`src/rtl/id_ex_stage.sv`:
```
// ID/EX pipeline register feeding the ALU: captures decoded operands/control,
// forwards from EX/MEM and MEM/WB, and flags load-use hazards for the hazard unit.
module id_ex_stage #(
  parameter int unsigned data_width = 32,
  parameter int unsigned sel_width  = 3,
  parameter int unsigned addr_width = 5
) (
  input  logic                  clk,
  input  logic                  rst,
  input  logic                  stall,
  input  logic                  flush,
  input  logic                  id_valid,
  input  logic [data_width-1:0] id_rs_data,
  input  logic [data_width-1:0] id_rt_data,
  input  logic [data_width-1:0] id_imm,
  input  logic [addr_width-1:0] id_rs_addr,
  input  logic [addr_width-1:0] id_rt_addr,
  input  logic [addr_width-1:0] id_rd_addr,
  input  logic                  id_aluSrc,
  input  logic [sel_width-1:0]  id_opSel,
  input  logic                  id_regWrite,
  input  logic                  id_memRead,
  input  logic                  id_memWrite,
  input  logic                  id_memToReg,
  input  logic                  exmem_regWrite,
  input  logic [addr_width-1:0] exmem_rd,
  input  logic [data_width-1:0] exmem_result,
  input  logic                  memwb_regWrite,
  input  logic [addr_width-1:0] memwb_rd,
  input  logic [data_width-1:0] memwb_data,
  output logic                  ex_valid,
  output logic [data_width-1:0] operand1,
  output logic [data_width-1:0] operand2,
  output logic [sel_width-1:0]  opSel,
  output logic [data_width-1:0] ex_store_data,
  output logic [addr_width-1:0] ex_rd_addr,
  output logic                  ex_regWrite,
  output logic                  ex_memRead,
  output logic                  ex_memWrite,
  output logic                  ex_memToReg,
  output logic                  load_use_hazard
);

  logic                  valid_q,    valid_d;
  logic [data_width-1:0] rs_data_q,  rs_data_d;
  logic [data_width-1:0] rt_data_q,  rt_data_d;
  logic [data_width-1:0] imm_q,      imm_d;
  logic [addr_width-1:0] rs_addr_q,  rs_addr_d;
  logic [addr_width-1:0] rt_addr_q,  rt_addr_d;
  logic [addr_width-1:0] rd_addr_q,  rd_addr_d;
  logic                  alu_src_q,  alu_src_d;
  logic [sel_width-1:0]  op_sel_q,   op_sel_d;
  logic                  reg_wr_q,   reg_wr_d;
  logic                  mem_rd_q,   mem_rd_d;
  logic                  mem_wr_q,   mem_wr_d;
  logic                  mem2reg_q,  mem2reg_d;

  logic [data_width-1:0] fwd_rs, fwd_rt;
  logic [data_width-1:0] cap_rs, cap_rt;

  // Forwarding on the registered source addresses; EX/MEM beats MEM/WB, r0 never forwards.
  always_comb begin
    fwd_rs = rs_data_q;
    if (exmem_regWrite && (exmem_rd != '0) && (exmem_rd == rs_addr_q))
      fwd_rs = exmem_result;
    else if (memwb_regWrite && (memwb_rd != '0) && (memwb_rd == rs_addr_q))
      fwd_rs = memwb_data;

    fwd_rt = rt_data_q;
    if (exmem_regWrite && (exmem_rd != '0) && (exmem_rd == rt_addr_q))
      fwd_rt = exmem_result;
    else if (memwb_regWrite && (memwb_rd != '0) && (memwb_rd == rt_addr_q))
      fwd_rt = memwb_data;
  end

  // Write-through: a same-cycle WB write is not yet visible in the regfile read data.
  always_comb begin
    cap_rs = id_rs_data;
    if (memwb_regWrite && (memwb_rd != '0) && (memwb_rd == id_rs_addr))
      cap_rs = memwb_data;
    cap_rt = id_rt_data;
    if (memwb_regWrite && (memwb_rd != '0) && (memwb_rd == id_rt_addr))
      cap_rt = memwb_data;
  end

  always_comb begin
    valid_d   = valid_q;
    rs_data_d = rs_data_q;
    rt_data_d = rt_data_q;
    imm_d     = imm_q;
    rs_addr_d = rs_addr_q;
    rt_addr_d = rt_addr_q;
    rd_addr_d = rd_addr_q;
    alu_src_d = alu_src_q;
    op_sel_d  = op_sel_q;
    reg_wr_d  = reg_wr_q;
    mem_rd_d  = mem_rd_q;
    mem_wr_d  = mem_wr_q;
    mem2reg_d = mem2reg_q;
    if (flush) begin
      valid_d   = 1'b0;
      rs_data_d = '0;
      rt_data_d = '0;
      imm_d     = '0;
      rs_addr_d = '0;
      rt_addr_d = '0;
      rd_addr_d = '0;
      alu_src_d = 1'b0;
      op_sel_d  = '0;
      reg_wr_d  = 1'b0;
      mem_rd_d  = 1'b0;
      mem_wr_d  = 1'b0;
      mem2reg_d = 1'b0;
    end else if (stall) begin
      // Absorb forwarded values so the entry survives its producer retiring.
      rs_data_d = fwd_rs;
      rt_data_d = fwd_rt;
    end else begin
      valid_d   = id_valid;
      rs_data_d = cap_rs;
      rt_data_d = cap_rt;
      imm_d     = id_imm;
      rs_addr_d = id_rs_addr;
      rt_addr_d = id_rt_addr;
      rd_addr_d = id_rd_addr;
      alu_src_d = id_aluSrc;
      op_sel_d  = id_opSel;
      reg_wr_d  = id_regWrite;
      mem_rd_d  = id_memRead;
      mem_wr_d  = id_memWrite;
      mem2reg_d = id_memToReg;
    end
  end

  always_ff @(posedge clk or negedge rst) begin
    if (!rst) begin
      valid_q   <= 1'b0;
      rs_data_q <= '0;
      rt_data_q <= '0;
      imm_q     <= '0;
      rs_addr_q <= '0;
      rt_addr_q <= '0;
      rd_addr_q <= '0;
      alu_src_q <= 1'b0;
      op_sel_q  <= '0;
      reg_wr_q  <= 1'b0;
      mem_rd_q  <= 1'b0;
      mem_wr_q  <= 1'b0;
      mem2reg_q <= 1'b0;
    end else begin
      valid_q   <= valid_d;
      rs_data_q <= rs_data_d;
      rt_data_q <= rt_data_d;
      imm_q     <= imm_d;
      rs_addr_q <= rs_addr_d;
      rt_addr_q <= rt_addr_d;
      rd_addr_q <= rd_addr_d;
      alu_src_q <= alu_src_d;
      op_sel_q  <= op_sel_d;
      reg_wr_q  <= reg_wr_d;
      mem_rd_q  <= mem_rd_d;
      mem_wr_q  <= mem_wr_d;
      mem2reg_q <= mem2reg_d;
    end
  end

  assign ex_valid      = valid_q;
  assign operand1      = fwd_rs;
  assign ex_store_data = fwd_rt;
  assign operand2      = alu_src_q ? imm_q : fwd_rt;
  assign opSel         = op_sel_q;
  assign ex_rd_addr    = rd_addr_q;
  assign ex_regWrite   = reg_wr_q;
  assign ex_memRead    = mem_rd_q;
  assign ex_memWrite   = mem_wr_q;
  assign ex_memToReg   = mem2reg_q;

  assign load_use_hazard = valid_q && mem_rd_q && (rd_addr_q != '0) && id_valid &&
                           ((rd_addr_q == id_rs_addr) || (rd_addr_q == id_rt_addr));

endmodule

```
`config.mk`:
```
export PLATFORM = sky130hd
export DESIGN_NAME = id_ex_stage
export DESIGN_NICKNAME = d
export VERILOG_FILES = /design/src/rtl/id_ex_stage.sv
export SDC_FILE = /design/constraint.sdc
export NUM_CORES = 1
export LEC_CHECK = 0
export CORE_UTILIZATION = 30
export CTS_CLUSTER_SIZE = 24
export DETAILED_ROUTE_END_ITERATION = 10
export GPL_TIMING_DRIVEN = 0
export SLEW_MARGIN = 20
export SYNTH_ARGS = -nofsm -noshare
export SYNTH_HDL_FRONTEND = slang
export SYNTH_SLANG_ARGS = --single-unit
```
`constraint.sdc`:
```
create_clock -name clk -period 2.66 [get_ports clk]
set_clock_uncertainty 0.2 [all_clocks]
set_input_delay 0.399 -clock clk [delete_from_list [all_inputs] [get_ports clk]]
set_output_delay 0.399 -clock clk [all_outputs]
set_load 0.05 [all_outputs]
```
==> impl_metrics.tcl <==
set metrics [dict create \
    synth_area_sq_um 7880 \
    p_per_area_nw_per_um2 459 \
    synthFlopType "dfrtp_1" \
    ys_seq_area_share_pct 38.1 \
    slew_viol_final 0 \
    top_usage_layer "met2" \
    rsz0062_at_grt "true" \
    grt_overflow_total 0 \
    min_period_over_period_pct 125 \
    synthDistinctLibCells 33 \
    rows 58 \
    reg2reg_to "rt_data_q[23]$_DFF_PN0_" \
    critPathRequiredTime_ps 2060 \
    min_path_type "input port to async pin" \
    cts_tree "yes" \
    grtUsageMet1_pct 34.7 \
    synthToLayoutAreaGrowth_pct 98.7 \
    drt_pass1_iterations 5 \
    grt_start_max_net_pins 75 \
    htreeDepth 4 \
    fin_ws_ps -657 \
    status "finished, violations left" \
    vias 8514 \
    critical_path_arrival_ps 2720 \
    maxSlewHeadroom_pct 41.9 \
    die_area_sq_um 26900 \
    design_area_sq_um 15700 \
    fillers 2096 \
    tns_ps -43460 \
    ant_nets 0 \
    start_kind "flip-flop" \
    fin_util_pct 61.5 \
    synthesis.nets 1003 \
    clk_latency_ps 420 \
    hpwl_mm 24.5 \
    cts-root-buf "clkbuf_16" \
    die_w_um 164 \
    finalCriticalPeriod_ps 3320 \
    finalSetupViolCount 96 \
    pre_cts_slack_ps -1690 \
    synthArstFlopShare_pct 100 \
    wirelength_mm 36.9 \
    globalplace.congestion 0.811 \
    synthCells 803 \
    drive_gt1_share_pct 44.6 \
    numCtsBuffers 17 \
    clk_path_buf_depth 2 \
    drcViolationCount 0 \
    violations "negative setup slack" \
    start_util_pct 30.9 \
    hold_violations 0 \
    ir_drop_v 0.000465 \
    clock.fmax_mhz 301 \
    first_iter_violations 411 \
    path_max_fanout 7 \
    ys_seq_elements 120 \
    synthesis.yosys.warnings 0 \
    place_area_sq_um 12300 \
    crit_path_end_kind "output pin" \
    io_pins 310 \
    core_area_sq_um 25500 \
    r2r_start "rt_addr_q[2]$_DFFE_PN0P_" \
    cts_sinks 120 \
    grt_pass1_wl_mm 52.1 \
    rrSetupSlack_ps 10 \
    use_met3_pct 6.06 \
    die_h_um 164 \
    antenna_found_initial 0 \
    multi_input_area_sq_um 6700 \
    p_leak_uw 0.00585 \
    use_met2_pct 42.8 \
    whs_ps 262 \
    crit_type "flip-flop to output pin" \
    clk_pin_slew_ps 60 \
    regArea_sq_um 3010 \
    worst_pin_slew_ps 872 \
    antennaDiodeCount 0 \
    grt_pass1_vias 8421 \
    synth_area_per_cell_sq_um 9.81 \
    drv_cap 0 \
    synth_edf_count 0 \
    viasPerCell 5.44 \
    wl_per_cell_um 23.6 \
    grtUsageTotal_pct 26.2 \
    rr_worst_depth 9 \
    fin_nets 1421 \
    port-buffer-count 304 \
]
[cell type report]
class | instances | share of cell area [%]
multi-input cells | 598 | 42.8
clock inverters | 13 | 0.783
clock buffers | 19 | 2.89
flip-flops and latches | 120 | 19.2
plain buffers | 78 | 4.09
repair buffers | 406 | 27.6
well taps | 330 | 2.64
[state kept, by name, indices dropped and copies added, names as in the netlist]
| name | count |
|---|---|
| imm_q | 32 |
| ex_regWrite | 1 |
| opSel | 3 |
| alu_src_q | 1 |
| ex_rd_addr | 5 |
| rt_data_q | 32 |
| rt_addr_q | 5 |
| ex_memRead | 1 |
| ex_memToReg | 1 |
| rs_addr_q | 5 |
| ex_memWrite | 1 |
| ex_valid | 1 |
| rs_data_q | 32 |
[where the power goes]
group	internal [uW]	leakage [uW]	total (uW)	switching, uW
Sequential	1940	0.00159	2030	91.5
Clock	1340	0.000260	2320	979
Combinational	1250	0.00400	2840	1590
[worst max-delay path by stage]
stage	startpoint	to	slack [ps]	cells past startpoint
2_1_floorplan	memwb_rd[0]	operand2[21]	-320	7
3_3_place_gp	rst	imm_q[16]$_DFFE_PN0P_	-4270	1
3_5_place_dp	exmem_rd[3]	operand1[25]	-1690	8
4_1_cts	rt_addr_q[4]$_DFFE_PN0P_	operand2[13]	-640	7
5_1_grt	rt_addr_q[4]$_DFFE_PN0P_	operand2[13]	-710	7
6_report	rt_addr_q[2]$_DFFE_PN0P_	operand2[8]	-660	7
[layout by cell type, fill, tap and decap left out, types with 4 or more instances in the layout]
| cell | count |
|---|---|
| nor3_1 | 43 |
| mux2i_1 | 120 |
| nand3_4 | 14 |
| xor2_1 | 11 |
| o2bb2ai_1 | 63 |
| buf_1 | 5 |
| buf_8 | 27 |
| a31oi_4 | 64 |
| buf_12 | 18 |
| o21ai_2 | 14 |
| buf_4 | 58 |
| clkbuf_1 | 22 |
| clkbuf_16 | 24 |
| nand4_1 | 4 |
| dfrtp_2 | 5 |
| nor3_2 | 21 |
| clkbuf_4 | 5 |
| clkbuf_8 | 4 |
| dfrtp_1 | 115 |
| clkinvlp_4 | 7 |
| nor2_1 | 57 |
| xnor2_2 | 7 |
| mux2_4 | 32 |
| buf_6 | 104 |
| clkdlybuf4s50_1 | 201 |
| buf_2 | 19 |
| o21ai_4 | 49 |
| o211ai_4 | 4 |
| clkbuf_2 | 11 |
| nand3_2 | 32 |
| xor2_2 | 4 |
| nand3_1 | 20 |
| xnor2_1 | 15 |
[Yosys cell counts (4+ instances only)]
master / count / area share [%]
xnor2_1: 24 / 2.7
nor3_1: 66 / 4.2
nand4_1: 4 / 0.32
buf_2: 22 / 1.4
nor2_1: 57 / 2.7
mux2_2: 32 / 4.6
dfrtp_1: 120 / 38
a31oi_1: 35 / 2.8
buf_1: 6 / 0.29
o21ai_0: 53 / 3.4
xor2_1: 16 / 1.8
nand3_1: 66 / 4.2
mux2i_1: 120 / 15
o21ai_1: 11 / 0.70
buf_6: 4 / 0.57
clkbuf_1: 49 / 2.3
o211ai_2: 4 / 0.64
o2bb2ai_1: 64 / 7.1
a31oi_2: 29 / 4.6
[worst max-delay path, stage by stage (launching register included)]
cell and delay (ps):
dfrtp_2 460, xor2_2 200, or4b_4 640, clkbuf_16 230, o21ai_4 150, a31oi_4 140
mux2_4 300, buf_6 150
[through the flow]
step	power, uW	std cells
floorplan	3330	803
global placement	4240	1437
detailed placement	4250	1438
CTS	6950	1517
global route	7440	1564
finish	7190	1564
[timing repair]
item                                    4_1_cts  5_1_grt
endpoints found under the hold margin        46        0
resized for setup                           969      186
endpoints found under the setup margin      159      100
gates cloned                                  3        4
pin swaps                                    17       59
setup buffers                                44       50
hold buffers                                  1        0
[routing by layer]
metal | part of all wire (%) | routed length (um)
met2 | 48 | 17600
met1 | 44 | 16100
met5 | 0 | 0
met3 | 7.1 | 2610
met4 | 1.7 | 637
[cell families after synthesis]
logic type / after synthesis / share of synthesized area [%]
AOI/OAI and AO/OA: 200 / 19.6
xor gates and xnor gates: 40 / 4.45
buffers and inverters: 85 / 4.88
DFF: 120 / 38.1
muxes: 152 / 19.8
and+or+nand+nor: 206 / 13.1
Note: power is estimated with default switching activity, not from simulation.
